**config.mk**
```make
export PLATFORM = sky130hd
export DESIGN_NAME = voice_frame_sequencer_flat
export DESIGN_NICKNAME = d
export VERILOG_FILES = /design/src/rtl/voice_frame_sequencer_if.sv /design/src/rtl/voice_frame_sequencer.sv /design/src/flat_wrapper.sv
export SDC_FILE = /design/constraint.sdc
export NUM_CORES = 1
export LEC_CHECK = 0
export ABC_AREA = 1
export ABC_CLOCK_PERIOD_IN_PS = 1400
export CORE_ASPECT_RATIO = 0.5
export CORE_MARGIN = 2
export CORE_UTILIZATION = 45
export DETAILED_ROUTE_END_ITERATION = 7
export HOLD_SLACK_MARGIN = 0.1
export PLACE_DENSITY = 0.8
export SLEW_MARGIN = 5
export SYNTH_ARGS = -nofsm -noshare
export SYNTH_HDL_FRONTEND = slang
export SYNTH_SLANG_ARGS = --single-unit
```
**constraint.sdc**
```tcl
create_clock -name clk -period 1.4 [get_ports clk]
set_clock_uncertainty 0.1 [all_clocks]
set_input_delay 0.28 -clock clk [delete_from_list [all_inputs] [get_ports clk]]
set_output_delay 0.28 -clock clk [all_outputs]
set_load 0.01 [all_outputs]
```
**src/rtl/voice_frame_sequencer_if.sv**
```systemverilog
// Voice engine scheduling bus: rate/enable control in, per-voice start/done
// handshake with the shared datapath, and frame status out.
interface voice_frame_sequencer_if #(
    parameter int VW = 3,
    parameter int CW = 10
);
    logic          enable;
    logic          rate;
    logic          voice_done;
    logic          clear_err;
    logic          voice_start;
    logic [VW-1:0] voice_sel;
    logic          busy;
    logic          frame_done;
    logic [CW-1:0] cycles_used;
    logic          overrun;
    logic          err_timeout;

    // Sequencer side: drives the datapath strobes and status
    modport master (
        input  enable, rate, voice_done, clear_err,
        output voice_start, voice_sel, busy, frame_done, cycles_used,
               overrun, err_timeout
    );

    // Environment side: clock generator, voice datapath and control
    modport slave (
        output enable, rate, voice_done, clear_err,
        input  voice_start, voice_sel, busy, frame_done, cycles_used,
               overrun, err_timeout
    );
endinterface

```
**src/rtl/voice_frame_sequencer.sv**
```systemverilog
// Per-sample scheduler for the time-shared voice DSP engine. Each accepted
// rate pulse starts a frame that issues voices 0..NVOICES-1 in order, waiting
// for each voice's done (or a timeout) before issuing the next one.
module voice_frame_sequencer #(
    parameter int NVOICES = 8,
    parameter int VW      = 3,
    parameter int TIMEOUT = 64,
    parameter int TW      = 7,
    parameter int CW      = 10
) (
    input  logic                     clk,
    input  logic                     reset,
    voice_frame_sequencer_if.master  bus
);
    typedef enum logic [1:0] {IDLE, ISSUE, WAIT, DONE} state_t;

    localparam logic [VW-1:0] LAST_V = VW'(NVOICES - 1);
    localparam logic [TW-1:0] LAST_W = TW'(TIMEOUT - 1);
    localparam logic [CW-1:0] C_MAX  = '1;

    state_t        state;
    logic [VW-1:0] vidx;
    logic [TW-1:0] wcnt;
    logic [CW-1:0] ccnt;
    logic [CW-1:0] ccnt_inc;
    logic          tmo_hit;
    logic          advance;

    // Frame length counter saturates rather than wrapping
    assign ccnt_inc = (ccnt == C_MAX) ? ccnt : ccnt + 1'b1;
    // Voice finished this cycle, either by handshake or by forced advance
    assign tmo_hit  = (state == WAIT) && !bus.voice_done && (wcnt == LAST_W);
    assign advance  = bus.voice_done || (wcnt == LAST_W);

    // Frame FSM with registered outputs and sticky error flags
    always_ff @(posedge clk) begin
        if (reset) begin
            state           <= IDLE;
            vidx            <= '0;
            wcnt            <= '0;
            ccnt            <= '0;
            bus.voice_start <= 1'b0;
            bus.voice_sel   <= '0;
            bus.busy        <= 1'b0;
            bus.frame_done  <= 1'b0;
            bus.cycles_used <= '0;
            bus.overrun     <= 1'b0;
            bus.err_timeout <= 1'b0;
        end else begin
            bus.voice_start <= 1'b0;
            bus.frame_done  <= 1'b0;
            case (state)
                IDLE: begin
                    if (bus.rate && bus.enable) begin
                        state           <= ISSUE;
                        vidx            <= '0;
                        ccnt            <= '0;
                        bus.voice_start <= 1'b1;
                        bus.voice_sel   <= '0;
                        bus.busy        <= 1'b1;
                    end
                end
                ISSUE: begin
                    state <= WAIT;
                    wcnt  <= '0;
                    ccnt  <= ccnt_inc;
                end
                WAIT: begin
                    ccnt <= ccnt_inc;
                    if (advance) begin
                        if (vidx == LAST_V) begin
                            // cycles_used is valid in the same cycle as frame_done
                            state           <= DONE;
                            bus.frame_done  <= 1'b1;
                            bus.cycles_used <= ccnt_inc;
                        end else begin
                            state           <= ISSUE;
                            vidx            <= vidx + 1'b1;
                            bus.voice_sel   <= vidx + 1'b1;
                            bus.voice_start <= 1'b1;
                        end
                    end else begin
                        wcnt <= wcnt + 1'b1;
                    end
                end
                DONE: begin
                    state    <= IDLE;
                    bus.busy <= 1'b0;
                end
                default: state <= IDLE;
            endcase
            // New errors take priority over a same-cycle clear
            bus.overrun     <= (bus.overrun && !bus.clear_err) ||
                               (bus.rate && (state != IDLE));
            bus.err_timeout <= (bus.err_timeout && !bus.clear_err) || tmo_hit;
        end
    end
endmodule

```
**src/flat_wrapper.sv**
```systemverilog
// flat-port wrapper written by rule: the top's interface ports become plain ports
module voice_frame_sequencer_flat 
#(
    parameter int NVOICES = 8,
    parameter int VW      = 3,
    parameter int TIMEOUT = 64,
    parameter int TW      = 7,
    parameter int CW      = 10
)
  (clk, reset, bus_enable, bus_rate, bus_voice_done, bus_clear_err, bus_voice_start, bus_voice_sel, bus_busy, bus_frame_done, bus_cycles_used, bus_overrun, bus_err_timeout);
  voice_frame_sequencer_if #(.VW(VW), .CW(CW)) bus_i ();
  input  logic clk;
  input  logic reset;
  input wire logic [$bits(bus_i.enable)-1:0] bus_enable;
  input wire logic [$bits(bus_i.rate)-1:0] bus_rate;
  input wire logic [$bits(bus_i.voice_done)-1:0] bus_voice_done;
  input wire logic [$bits(bus_i.clear_err)-1:0] bus_clear_err;
  output wire logic [$bits(bus_i.voice_start)-1:0] bus_voice_start;
  output wire logic [$bits(bus_i.voice_sel)-1:0] bus_voice_sel;
  output wire logic [$bits(bus_i.busy)-1:0] bus_busy;
  output wire logic [$bits(bus_i.frame_done)-1:0] bus_frame_done;
  output wire logic [$bits(bus_i.cycles_used)-1:0] bus_cycles_used;
  output wire logic [$bits(bus_i.overrun)-1:0] bus_overrun;
  output wire logic [$bits(bus_i.err_timeout)-1:0] bus_err_timeout;
  assign bus_i.enable = bus_enable;
  assign bus_i.rate = bus_rate;
  assign bus_i.voice_done = bus_voice_done;
  assign bus_i.clear_err = bus_clear_err;
  assign bus_voice_start = bus_i.voice_start;
  assign bus_voice_sel = bus_i.voice_sel;
  assign bus_busy = bus_i.busy;
  assign bus_frame_done = bus_i.frame_done;
  assign bus_cycles_used = bus_i.cycles_used;
  assign bus_overrun = bus_i.overrun;
  assign bus_err_timeout = bus_i.err_timeout;
  voice_frame_sequencer #(.NVOICES(NVOICES), .VW(VW), .TIMEOUT(TIMEOUT), .TW(TW), .CW(CW)) u_core (.clk(clk), .reset(reset), .bus(bus_i));
endmodule
```
# [Word-level counts from Yosys, hierarchy flattened]
# Cells that the tools add are included.
[op_classes] add_sub_neg=3 eq_ne=10 n_mux=20 bitwise=2 n_reduce_logical=25
[ops] cell="10-bit two-way mux" n=2
[ops] cell="10-bit one-hot mux with 2 select lines" n=1
[ops] cell="7-bit one-hot mux with 2 select lines" n=1
[ops] cell="10-bit by 1-bit adder with 10-bit output, second input constant" n=1
[ops] cell="10-bit == test, second input constant" n=1
[ops] cell="2-bit nonzero test" n=5
[ops] cell="3-bit two-way mux" n=3
[ops] cell="2-bit one-hot mux with 4 select lines" n=1
[ops] cell="2-bit AND reduction" n=4
[ops] cell="7-bit by 1-bit adder with 7-bit output, second input constant" n=1
[ops] cell="7-bit by 6-bit == test with 1-bit output, second input constant" n=1
[ops] cell="7-bit two-way mux" n=1
[ops] cell="1-bit logical AND" n=6
[ops] cell="2-bit two-way mux" n=3
[ops] cell="3-bit one-hot mux with 2 select lines" n=1
[ops] cell="1-bit two-way mux" n=5
[ops] cell="2-bit == test, second input constant" n=2
[ops] cell="2-bit by 1-bit inequality test with 1-bit output, second input constant" n=2
[ops] cell="2-bit inequality test, second input constant" n=2
[ops] cell="1-bit one-hot mux with 2 select lines" n=2
[ops] cell="4-bit AND reduction" n=1
[ops] cell="3-bit by 1-bit adder with 3-bit output, second input constant" n=1
[ops] cell="3-bit == test, second input constant" n=1
[ops] cell="1-bit logical OR" n=3
[ops] cell="other kinds (7)" n=9
[word_totals] ff_bits=37 input_bits=6 out_inout_bits=18 wordCells=70

# [Longest topological paths before layout]
# Gate-level depths: netlist of run 1.
[depth] ltp_word=4 depth_mapped=10 mapped_depth_nobuf=10

# [Worst setup path after synthesis of run 1]
# OpenSTA, ideal clock, no wires.
[synth_timing] path_type="reg2reg" from="register u_core.state[0]" to="register u_core.ccnt[6]" setup_ps=70 arrival_ps=1350 setup_slack_ps=-120 path_stages_with_launch=8 path_buffers=0 path_cell_list="dfxtp_1 -> inv_1 -> ha_1 -> nand2_2 -> inv_1 -> nor2_2 -> nand3_1 -> a21oi_1"
[synth_between] elab_chain_cells=4 elab_cells_between_ends=8 cone_classes="eq/ne (3); mux (1); reduce/logical (4)"
[synth_rtl] item="start: declaration" line="voice_frame_sequencer.sv:21" text="state_t state;"
[synth_rtl] item="start signal: assignment" line="voice_frame_sequencer.sv:38" text="state <= IDLE;"
[synth_rtl] item="start signal: assignment" line="voice_frame_sequencer.sv:55" text="state <= ISSUE;"
[synth_rtl] item="start signal: assignment" line="voice_frame_sequencer.sv:64" text="state <= WAIT;"
[synth_rtl] item="2-bit by 1-bit == test with 1-bit output or 2-bit == test (tied branches)" line="voice_frame_sequencer.sv:52" text="case (state)"
[synth_rtl] item="2-bit OR reduction (no source line)"
[synth_rtl] item="2-bit nonzero test (no source line)"
[synth_rtl] item="2-bit AND reduction (no source line)"
[synth_rtl] item="end signal: assignment" line="voice_frame_sequencer.sv:66" text="ccnt <= ccnt_inc;"
[synth_rtl] item="end signal: assignment" line="voice_frame_sequencer.sv:69" text="ccnt <= ccnt_inc;"
[synth_rtl] item="end: declaration" line="voice_frame_sequencer.sv:24" text="logic [CW-1:0] ccnt;"
# Several ways; a longest one is shown, not always the timed one.
# A chain may end at the register's enable or synchronous reset.

# [Worst setup path after layout of run 1]
[layout_timing] from="input port bus_enable" to="register u_core.ccnt[8]"
[layout_between] elab_chain_cells=3
[layout_rtl] item="start: declaration" line="flat_wrapper.sv:14" text="input wire logic [$bits(bus_i.enable)-1:0] bus_enable;"
[layout_rtl] item="1-bit logical AND" line="voice_frame_sequencer.sv:54" text="if (bus.rate && bus.enable) begin"
[layout_rtl] item="2-bit by 1-bit inequality test with 1-bit output (no source line)"
[layout_rtl] item="2-bit AND reduction (no source line)"
# No other way between the ends.

==> results of run 1 <==
[final cells by class]
cell class                 instances  share of cell area (%)
multi-input combinational        203                    47.8
inverter                          26                    4.13
clock buffer                       7                    2.82
tap                               54                    2.21
timing repair inverter             1                   0.531
sequential                        37                    24.7
timing repair buffer              64                    17.8
[through the flow]
step,power (mW),setup TNS (ns),cells
floorplan,1.59,0,268
global placement,1.87,-4.83,371
detailed placement,1.91,-5.97,371
CTS,2.83,-0.470,381
global route,3.26,-4.21,392
finish,3.16,-2.45,392
[per-layer routing]
metal	part of all wire, %	routed length [um]	global-route usage, %
met1	38	2640	24.5
met2	48	3380	41.2
met3	8.2	575	7.66
met4	5.7	397	11.6
met5	0	0	0
[synthesized netlist by cell type]
cell | number | area [um^2]
o21ai_2 | 3 | 26.3
nand4_1 | 6 | 37.5
buf_6 | 2 | 22.5
inv_1 | 25 | 93.8
buf_12 | 1 | 20.0
nand3_4 | 1 | 17.5
nand3_1 | 23 | 115
a21o_1 | 2 | 15.0
nand3_2 | 1 | 10.0
ha_1 | 9 | 113
nand3b_1 | 2 | 15.0
inv_6 | 1 | 8.76
a221oi_1 | 1 | 8.76
nor2_4 | 4 | 45.0
o21ai_1 | 1 | 5.00
nor2_1 | 23 | 86.3
dfxtp_1 | 37 | 741
nand2_2 | 9 | 56.3
o31ai_1 | 1 | 7.51
xnor2_1 | 1 | 8.76
clkbuf_1 | 1 | 3.75
buf_2 | 2 | 10.0
a21oi_2 | 4 | 35.0
nand2_1 | 69 | 259
nand2_8 | 1 | 20.0
o21ai_0 | 8 | 40.0
a21oi_1 | 27 | 135
nor2_2 | 1 | 6.26
nand2_4 | 2 | 22.5
[power groups by stage]
stage / clock network [mW] / registers (mW) / logic (mW)
global placement: 0 / 1.15 / 0.720
CTS: 0.788 / 1.14 / 0.900
finish: 0.789 / 1.15 / 1.22
floorplan: 0 / 1.17 / 0.420
global route: 0.841 / 1.15 / 1.27
detailed placement: 0 / 1.15 / 0.754
[timing repair]
action                                  CTS  global route
cloned                                    2             3
hold buffers                              0             0
gates resized for setup                  58            59
buffers inserted                          1             8
pin swaps                                12            25
endpoints found under the setup margin   48            33
[worst paths after layout]
kind / slack, ns / startpoint / depth (start not counted) / to
worst max-delay path: -0.14 / bus_enable / 7 / u_core.ccnt[8]
worst min register to register: 0.38 / u_core.bus.err_timeout / 2 / u_core.bus.err_timeout
worst min-delay path: 0.38 / u_core.bus.err_timeout / 2 / u_core.bus.err_timeout
worst max register to register: -0.12 / u_core.state[0] / 9 / u_core.bus.cycles_used[1]
[cells by family (layout without fill, tap and decap cells)]
kind of cell / Yosys count / in the layout / synth area share (%)
fa+ha+maj: 9 / 9 / 5.67
compound gates: 47 / 48 / 13.7
buf+inv: 32 / 98 / 8.01
xor+xnor: 1 / 1 / 0.441
simple gates: 142 / 145 / 34.8
flops: 37 / 37 / 37.3
[sequential cells by signal, summed over array words and instances (netlist names)]
name / flops
u_core.wcnt: 7
u_core.bus.overrun: 1
u_core.bus.cycles_used: 10
u_core.state: 2
u_core.bus.frame_done: 1
u_core.bus.voice_start: 1
u_core.bus.voice_sel: 3
u_core.bus.busy: 1
u_core.bus.err_timeout: 1
u_core.ccnt: 10
[worst register-to-register path: stages (launching register included)]
cell and delay [ns]:
dfxtp_2 0.36, inv_4 0.06, ha_4 0.16, buf_4 0.14, nand2_2 0.11, inv_4 0.08, nand2_8 0.14, clkinv_8 0.09
nor2_1 0.12, nor2_1 0.06
==> results.json, run 1 <==
{
  "row_count": 16,
  "diodes": 0,
  "antenna_found_initial": 0,
  "syn-num-nets": 283,
  "clock_path_buffers": 2,
  "layout-drive-gt1-share_pct": 43.8,
  "ys_ff_latch": 37,
  "area_delta_synth_final_pct": 54.3,
  "cp-end-kind": "flop",
  "via_per_inst": 5.83,
  "drc": 0,
  "finalHoldViolCount": 0,
  "violations": "setup timing",
  "numCtsBuffers": 5,
  "grt_start_max_net_pins": 25,
  "final_common_cell": "nand2_1",
  "holdWs_ns": 0.384,
  "cts_tree": "done",
  "crit_chain": "clkdlybuf4s50_1, nand2_1, nand2_4, clkinvlp_4, nor2_4, nand3_2, a21oi_2",
  "coreArea_um2": 4060,
  "die_area_um2": 4990,
  "seq_area_um2": 756,
  "worstSetupPathType": "in2reg",
  "syn_inst": 268,
  "clkPwrFrac_pct": 25.0,
  "clock-sinks": 37,
  "cpMaxStageDelayCell": "clkdlybuf4s50_1",
  "power_frac_comb_pct": 38.6,
  "period_needed_ns": 1.54,
  "switching_share_pct": 36.8,
  "global_route.overflow_total": 0,
  "postLayoutSetupSlackWorst_ns": -0.136,
  "start_kind": "input port",
  "required_ns": 1.54,
  "power_leakage_nw": 1.28,
  "port_buffers": 23,
  "ys_seq_area_share_pct": 37.3,
  "fmax_ghz": 0.651,
  "htreeDepth": 2,
  "fin_util_pct": 75.3,
  "start_util_pct": 48.8,
  "clk_latency_ns": 0.31,
  "clk_pin_slew_worst_paths_ns": 0.07,
  "synthesis.area_um2": 1980,
  "crit_fanout": 5,
  "pre_cts_slack_ns": -0.305,
  "wire_per_inst_um": 17.8,
  "cell_internal_pwr_mw": 1.99,
  "rsz0062_at_grt": "true",
  "status": "finished, violations left",
  "multiInputGateArea_um2": 1460,
  "gp_congestion": 0.838,
  "pwr-share-seq_pct": 36.4,
  "synth_area_per_cell_um2": 7.40,
  "crit_family": "buffers and inverters",
  "wirelength_um": 6990,
  "synth_cell_types": 29,
  "final_area_um2": 3060,
  "dp_hpwl_um": 3470,
  "crit_arrival_ns": 1.68,
  "power.switching_mw": 1.16,
  "fp.dieH_um": 51.0,
  "postPlaceCellArea_um2": 2520,
  "setup_viol": 34,
  "drtIter0Drc": 137,
  "max_slew_margin_pct": 63.8,
  "die_x_um": 97.9,
  "grt_pass1_wl_um": 8850,
  "final_cell_mix": "51 x nand2_1, 36 x buf_4, 27 x dfxtp_1",
  "p_per_area_nw_per_um2": 1030,
  "slew_violations": 0,
  "holdCritPathClass": "reg2reg",
  "grt_pass1_vias": 2005,
  "n_fill_cell": 223,
  "io_pins": 24,
  "ant_nets": 0,
  "crit_buf_inv": 2,
  "tightestPinTransition_ns": 0.543,
  "fin_nets": 353,
  "clock-root-buffer": "clkbuf_8",
  "num_vias": 2284,
  "max_stage_delay_ns": 0.52,
  "track_usage_pct": 22.9,
  "dr.pass1.iters": 5,
  "peakVddDrop_uv": 808,
  "cap_violations": 0,
  "yosys_warnings": 0,
  "fin_crit_sh_pct": 110
}
Note: power is estimated with default switching activity, not from simulation.
==> run 2: changes to the inputs <==
- PLACE_DENSITY: 0.8 -> 0.69
- SETUP_SLACK_MARGIN: unset -> 0.1
==> run 2 against run 1 <==
- the flow still finishes with violations (setup timing)
- sequential cell count unchanged
- worst setup slack got worse by 0.015 ns
- wire length down 9.0%
- worst hold slack got worse by 0.027 ns
- critical path depth up 2
==> results.json, run 2 (same netlist as run 1, synthesis figures left out) <==
{
  "status": "finished, violations left",
  "violations": "setup timing",
  "placed_cells": 369,
  "cts_tree": "done",
  "fin_crit_sh_pct": 111,
  "diodes": 0,
  "antenna_found_initial": 0,
  "finalHoldViolCount": 0,
  "drtIter0Drc": 71,
  "ant_nets": 0,
  "worstSetupPathType": "reg2reg",
  "fmax_ghz": 0.645,
  "final_common_cell": "nand2_1",
  "cell_internal_pwr_mw": 2.16,
  "htreeDepth": 2,
  "start_kind": "flop",
  "p_per_area_nw_per_um2": 1070,
  "port_buffers": 23,
  "layout-drive-gt1-share_pct": 47.7,
  "clock-sinks": 37,
  "grt_pass1_wl_um": 9090,
  "final_cell_mix": "55 x nand2_1, 35 x buf_4, 28 x dfxtp_1",
  "crit_arrival_ns": 1.68,
  "row_count": 16,
  "holdCritPathClass": "reg2reg",
  "dr.pass1.iters": 4,
  "via_per_inst": 5.44,
  "holdWs_ns": 0.357,
  "area_delta_synth_final_pct": 59.9,
  "finalNonFillerCells": 400,
  "power_frac_comb_pct": 40.9,
  "slew_violations": 0,
  "track_usage_pct": 23.3,
  "io_pins": 24,
  "peakVddDrop_uv": 566,
  "die_area_um2": 4990,
  "cp-end-kind": "flop",
  "power.switching_mw": 1.24,
  "fin_nets": 360,
  "postLayoutSetupSlackWorst_ns": -0.151,
  "wire_per_inst_um": 15.9,
  "wirelength_um": 6360,
  "numCtsBuffers": 5,
  "cts_hold_buf": 0,
  "clock_path_buffers": 2,
  "crit_fanout": 5,
  "fp.dieH_um": 51.0,
  "coreArea_um2": 4060,
  "n_fill_cell": 263,
  "fin_setup_tns_ns": -2.38,
  "power_leakage_nw": 1.31,
  "clk_pin_slew_worst_paths_ns": 0.08,
  "clock-root-buffer": "clkbuf_8",
  "max_slew_margin_pct": 62.5,
  "grt_pass1_vias": 1988,
  "grt_start_max_net_pins": 25,
  "period_needed_ns": 1.55,
  "die_x_um": 97.9,
  "pwr-share-seq_pct": 33.7,
  "required_ns": 1.53,
  "clk_latency_ns": 0.30,
  "global_route.overflow_total": 0,
  "rsz0062_at_grt": "true",
  "num_vias": 2176,
  "drc": 0,
  "top_regs": "u_core.bus.cycles_used (10), u_core.ccnt (10), u_core.wcnt (7)",
  "gp_congestion": 0.809,
  "dp_hpwl_um": 3380,
  "fin_util_pct": 78.1,
  "cap_violations": 0,
  "tightestPinTransition_ns": 0.562,
  "switching_share_pct": 36.5,
  "clkPwrFrac_pct": 25.4,
  "setup_viol": 30,
  "start_util_pct": 48.8
}
[run 2: cell count changes in the layout (fill, tap and decap cells not counted), sizes merged, moves of 3 or more]
cell	previous run	this run
inv	24	27
buf	41	50
dlygate4sd2	16	1
clkbuf	7	12
clkdlybuf4s15	2	10
[run 2: metrics by stage]
| step | cell area, um^2 | power (mW) | setup WS, ns |
|---|---|---|---|
| after floorplan | 2080 | 1.64 | 0.00485 |
| after global placement | 2550 | 1.96 | -0.223 |
| after detailed placement | 2550 | 1.98 | -0.280 |
| after CTS | 2980 | 3.05 | -0.0494 |
| after global routing | 3170 | 3.54 | -0.220 |
| final | 3170 | 3.40 | -0.151 |
[run 2: path summary, 6_finish.rpt]
check	start	to	slack (ns)	cells after the start
max reg2reg	u_core.state[0]	u_core.wcnt[3]	-0.15	9
max	u_core.state[0]	u_core.wcnt[3]	-0.15	9
min reg2reg	u_core.bus.cycles_used[4]	u_core.bus.cycles_used[4]	0.36	2
min	u_core.bus.cycles_used[4]	u_core.bus.cycles_used[4]	0.36	2
[run 2: layout make-up]
type                            count  area (um^2)  share of cell area, %
Timing Repair inverter              1         8.76                  0.276
Multi-Input combinational cell    203         1490                   47.0
Tap cell                           54         67.6                   2.13
Sequential cell                    37          757                   23.9
Clock inverter                      1         5.00                  0.158
Inverter                           26          135                   4.26
Timing Repair Buffer               71          612                   19.3
Clock buffer                        7         96.3                   3.04
[run 2: what timing repair did]
item / 4_1_cts / 5_1_grt
pin swaps: 35 / 30
setup buffers: 11 / 7
cloned: 4 / 1
setup endpoints to repair: 50 / 50
hold endpoints to repair: 0 / 0
resized for setup: 87 / 53
[run 2: power by group through the flow]
stage	combinational (mW)	clock, mW	sequential, mW
floorplan	0.456	0	1.18
global placement	0.793	0	1.17
detailed placement	0.811	0	1.17
CTS	1.06	0.845	1.14
global route	1.47	0.921	1.15
finish	1.39	0.863	1.15
[run 2: critical path, stage by stage, from the launching register on]
cell and delay [ns]:
dfxtp_2 0.35, inv_4 0.08, ha_4 0.15, inv_4 0.05
nor2_4 0.20, nand2_8 0.10, buf_6 0.13, a21oi_2 0.13
nor2_1 0.06, nor2_1 0.13
[run 2: per-layer routing]
| layer | GRT usage (%) | wire (um) | vias to the layer above | part of all wire [%] |
|---|---|---|---|---|
| met3 | 5.61 | 379 | 10 | 6.0 |
| met4 | 6.25 | 63 | 0 | 0.99 |
| met5 | 0 | 0 | - | 0 |
| met2 | 38.6 | 3140 | 63 | 49 |
| met1 | 30.9 | 2770 | 1061 | 44 |
| li1 | - | - | 1042 | - |
==> run 3: changes to the inputs <==
- REMOVE_ABC_BUFFERS: unset -> 1
==> run 3 against run 2 <==
- the run still ends with setup timing left
- combinational power fell by 17%
- fmax is 3.2% higher
- register-to-register slack improved by 0.05 ns
- sequential cell count unchanged
- wire length shrank 6.5%
- worst setup slack better by 0.048 ns
- count of clock-buffer cells in the layout is the same
- clock power increased by 17%
- global-route usage up 0.95 points
- sequential share of layout area is 0.42 points higher
- critical path type unchanged
==> results.json, run 3 (same netlist as run 1, synthesis figures left out) <==
{
  "violations": "setup timing",
  "ff2ff_setup_slack_ns": -0.10,
  "period_needed_ns": 1.50,
  "seq_area_um2": 756,
  "grt_pass1_wl_um": 9400,
  "clk_pin_slew_worst_paths_ns": 0.08,
  "port_buffers": 23,
  "cap_violations": 0,
  "coreArea_um2": 4060,
  "clk_latency_ns": 0.30,
  "start_util_pct": 48.8,
  "setup_viol": 26,
  "drtIter0Drc": 58,
  "via_per_inst": 5.27,
  "clock_path_buffers": 2,
  "dr.pass1.iters": 4,
  "cpMaxStageDelayCell": "dfxtp_2",
  "clock-sinks": 37,
  "tightestPinTransition_ns": 0.567,
  "crit_fanout": 7,
  "final_common_cell": "nand2_1",
  "top_regs": "u_core.bus.cycles_used (10), u_core.ccnt (10), u_core.wcnt (7)",
  "final_cell_mix": "54 x nand2_1, 33 x buf_4, 27 x dfxtp_1",
  "cts_hold_buf": 0,
  "die_area_um2": 4990,
  "holdPathEnd": "u_core.bus.cycles_used[4]",
  "crit_buf_inv": 1,
  "worstSetupPathType": "reg2reg",
  "io_pins": 24,
  "max_slew_margin_pct": 62.1,
  "num_vias": 2078,
  "track_usage_pct": 24.3,
  "die_x_um": 97.9,
  "cts_tree": "done",
  "start_kind": "flop",
  "clock-root-buffer": "clkbuf_8",
  "crit_arrival_ns": 1.64,
  "area_delta_synth_final_pct": 56.9,
  "fp.dieH_um": 51.0,
  "p_per_area_nw_per_um2": 1060,
  "grt_pass1_vias": 2025,
  "n_fill_cell": 285,
  "cp-end-kind": "flop",
  "min_from": "u_core.bus.cycles_used[4]",
  "holdWs_ns": 0.369,
  "rr_worst_depth": 8,
  "placed_cells": 368,
  "multiInputGateArea_um2": 1450,
  "power_leakage_nw": 1.26,
  "fmax_ghz": 0.665,
  "fin_crit_sh_pct": 107,
  "antenna_found_initial": 0,
  "worstReg2RegStart": "u_core.ccnt[0]",
  "fin_util_pct": 76.6,
  "required_ns": 1.54,
  "wirelength_um": 5950,
  "finalHoldViolCount": 0,
  "postLayoutSetupSlackWorst_ns": -0.103,
  "crit_chain": "ha_4, nand2_4, nor2_4, nand3_4, buf_6, nand2_4, nand2_2, a21oi_2",
  "fin_nets": 354,
  "hold_depth": 2,
  "dp_hpwl_um": 3220,
  "crit_family": "simple AND/OR/NAND/NOR gates",
  "rsz0062_at_grt": "true",
  "finalNonFillerCells": 394,
  "layout-drive-gt1-share_pct": 47.6,
  "diodes": 0,
  "fin_setup_tns_ns": -1.24,
  "numCtsBuffers": 5,
  "ant_nets": 0,
  "holdCritPathClass": "reg2reg",
  "wire_per_inst_um": 15.1,
  "max_stage_delay_ns": 0.36,
  "gp_congestion": 0.858,
  "grt_start_max_net_pins": 25,
  "global_route.overflow_total": 0,
  "drc": 0,
  "row_count": 16,
  "peakVddDrop_uv": 519,
  "cp_common_cell": "nand2_4",
  "status": "finished, violations left",
  "slew_violations": 0,
  "timing.rr.end": "u_core.ccnt[2]",
  "htreeDepth": 2
}
-- run 3: cell count changes in the layout (fill, tap and decap cells not counted), moves of 4 or more --
| cell | before | now |
|---|---|---|
| nor2_2 | 1 | 6 |
| nand2_4 | 9 | 13 |
| nor2_4 | 11 | 6 |
| clkdlybuf4s15_1 | 10 | 6 |
-- run 3: worst max-delay path by stage --
stage	startpoint	to	slack [ns]	cells past startpoint
CTS	u_core.wcnt[1]	u_core.bus.cycles_used[3]	-0.1	9
finish	u_core.ccnt[0]	u_core.ccnt[2]	-0.10	8
global route	u_core.ccnt[4]	u_core.bus.cycles_used[1]	-0.18	8
floorplan	u_core.state[0]	u_core.wcnt[3]	-0.15	9
detailed placement	u_core.state[0]	u_core.wcnt[3]	-0.26	9
global placement	bus_rate	u_core.bus.voice_sel[0]	-0.20	8
-- run 3: area by class of cell --
class	instances	area share [%]
clock buffers	7	2.77
clock inverters	1	0.965
multi-input cells	201	46.5
flip-flops and latches	37	24.3
repair inverters	1	0.362
repair buffers	67	19.0
inverters	26	4.02
well taps	54	2.17
-- run 3: repair_timing --
item	CTS	global route
endpoints found under the setup margin	54	52
gates cloned	3	0
pin swaps	27	14
gates resized for setup	123	45
buffers inserted	12	4
-- run 3: worst min-delay path, delay by kind of cell, from the launching register on --
| family | cells | cell delay (ns) |
|---|---|---|
| flops | 1 | 0.34 |
| simple gates | 1 | 0.06 |
| compound gates | 1 | 0.04 |
-- run 3: stage by stage --
step | setup slack [ns] | cell area, um^2 | power [mW]
after global routing | -0.185 | 3110 | 3.48
after global placement | -0.197 | 2470 | 1.88
final | -0.103 | 3110 | 3.31
after CTS | -0.0981 | 3000 | 3.17
after detailed placement | -0.260 | 2470 | 1.90
after floorplan | -0.149 | 1930 | 1.51
-- run 3: per-layer routing --
metal,vias to the layer above,GRT usage (%),wire (um)
met3,9,4.92,258
met1,996,30.2,2590
met4,0,9.95,64
met2,53,41.9,3030
li1,1020,-,-
met5,-,0,0
-- run 3: power breakdown --
part / switching [mW] / leakage (nW) / internal [mW] / total, mW
Clock: 0.426 / 0.0585 / 0.582 / 1.01
Combinational: 0.639 / 0.900 / 0.522 / 1.16
Sequential: 0.0422 / 0.304 / 1.10 / 1.15
==> RTL edit, RTL diff (config.mk and constraints of run 2) <==
One comparison of `wcnt` changes from == to >=.
--- a/src/rtl/voice_frame_sequencer.sv
+++ b/src/rtl/voice_frame_sequencer.sv
@@ -29,7 +29,7 @@
     // Frame length counter saturates rather than wrapping
     assign ccnt_inc = (ccnt == C_MAX) ? ccnt : ccnt + 1'b1;
     // Voice finished this cycle, either by handshake or by forced advance
-    assign tmo_hit  = (state == WAIT) && !bus.voice_done && (wcnt == LAST_W);
+    assign tmo_hit  = (state == WAIT) && !bus.voice_done && (wcnt >= LAST_W);
     assign advance  = bus.voice_done || (wcnt == LAST_W);
 
     // Frame FSM with registered outputs and sticky error flags
Behaviour: same outputs for any inputs over 10 cycles, from zero or initial values and one cycle with reset high; that may be too few to reach the edited logic, so the function may still have changed.
==> RTL edit against run 2 <==
The run still ends with setup timing left; worst hold slack improved by 0.0083 ns; wire length decreased by 20%; area after synthesis decreased by 2.8%; setup slack improved by 0.087 ns; non-clock buffer count decreased by 11; synthesized cell count decreased by 1.9%; sequential cell count unchanged; first-iteration DRC count decreased by 52%; power decreased by 10%; design area decreased by 6.2%; critical endpoint is now u_core.bus.voice_sel[2]$_SDFFE_PP0P_.
==> RTL edit: results (changes against run 2) <==
outcome=complete, but fails checks; failing checks=setup timing; portion of the post-synthesis area used by sequential elements=0.384 (+0.0107); pwr/cell area=1020 nW/um^2 (-4.5%); met3 WL=182 um (-52%); combinational group power=1.13 mW (-19%); area share of fa/ha/maj cells after synthesis=0.0584 (+0.00162); postcts setup bufs=8 (-3); Buffers excl. clock=60 (-15%); met3 Usage GRT=0.0766 (+0.0205); total via count after detailed routing=1,910 (-12%); fraction of power consumed by the clock network=0.245 (-0.009); number of global-route vias before repair=1,813 (-8.8%); share of final-layout standard cells stronger than drive strength 1=0.495 (+0.0185); multi-input gate share of total cell area=0.485 (+0.0146); Layout fillers=282 (+7.2%); post-place setup slack=-0.306 ns (-0.0264 ns); wire length of the first global-routing pass=8.15 mm (-10%); number of multi-input logic gates=195 (-3.9%); All-Layer GR Usage=0.211 (-0.0223); Setup WS post-layout=-0.0636 ns (+0.0874 ns); final layout net count=341 (-5.3%); placed wire-length estimate after detailed placement=3.24 mm (-4.0%); number of cells produced by synthesis=263 (-1.9%); combined flip-flop and latch cell area=759 um^2 (+0.33%); largest net degree at the start of global routing=16 (-36%); cell area reported after detailed placement=2540 um^2 (-0.49%); most instantiated cells after synthesis=sky130_fd_sc_hd__nand2_1 (73), sky130_fd_sc_hd__dfxtp_1 (37), sky130_fd_sc_hd__a21oi_1 (27), sky130_fd_sc_hd__inv_1 (24), sky130_fd_sc_hd__nor2_1 (23); routed metal-1 wirelength=2.38 mm (-14%); routed wirelength normalized by instance count=13.4 um (-16%); met2 wirelength from detailed routing=2.49 mm (-21%); non-clock inverter count in the final layout=27 (unchanged); Compound-Gate Fraction of Synth Area=0.147 (+0.00976); CP Data Arrival Time=1.56 ns (-0.12 ns); FF+latch count=37 (unchanged); global placer's final weighted congestion=0.840 (+3.8%); Critical Path Max Stage Delay=0.36 ns; clock network contribution to total cell area=0.0286 (-0.00336); grt met1 use=0.261 (-0.0478); most area-consuming cells after synthesis=sky130_fd_sc_hd__dfxtp_1 (38%), sky130_fd_sc_hd__nand2_1 (14%), sky130_fd_sc_hd__a21oi_1 (7.0%); post-synthesis mux area share=0 (unchanged); multi-input combinational cell area=1440 um^2 (-3.3%); switching share of total power=0.349 (-0.0160); Iteration-0 DRC Markers=34 (-52%); Placed Instances=362 (-1.9%); setup total negative slack=-0.242 ns (+2.14 ns); standby leakage power=1.24 nW (-5.3%); maximum VDD drop=540 uV (-4.5%); area share of xor/xnor cells in the synthesized design=0.00454 (+0.000126); critical path fanouts, max=8 (+3); final setup violation count=9 (-70%); count of clock-net buffers in the final layout=5 (-2); post-cts sizing count=70 (-20%); global routing usage on met2=0.354 (-0.0317); count of different cell masters after synthesis=31 (+6.9%); Slew Limit Headroom=0.654 (+0.0292); Non-clock buffer share=0.169 (-0.0238); post-synthesis net count=278 (-1.8%)
-- RTL edit: cell count changes after synthesis, sizes merged, moves of 2 or more --
cell | run 2 | this run
nand4 | 6 | 3
and2 | 0 | 2
clkbuf | 1 | 3
o21ai | 12 | 18
buf | 5 | 2
nand3 | 25 | 16
a21o | 2 | 0
a21oi | 31 | 29
-- RTL edit: final timing paths --
| kind | start | end | slack, ns | cells after the start |
|---|---|---|---|---|
| setup / recovery | u_core.wcnt[0]$_SDFFE_PP0P_ | u_core.bus.voice_sel[2]$_SDFFE_PP0P_ | -0.06 | 9 |
| hold / removal | u_core.bus.busy$_SDFFE_PP0P_ | u_core.bus.busy$_SDFFE_PP0P_ | 0.37 | 2 |
| setup reg to reg | u_core.wcnt[0]$_SDFFE_PP0P_ | u_core.bus.voice_sel[2]$_SDFFE_PP0P_ | -0.06 | 9 |
| hold reg to reg | u_core.bus.busy$_SDFFE_PP0P_ | u_core.bus.busy$_SDFFE_PP0P_ | 0.37 | 2 |
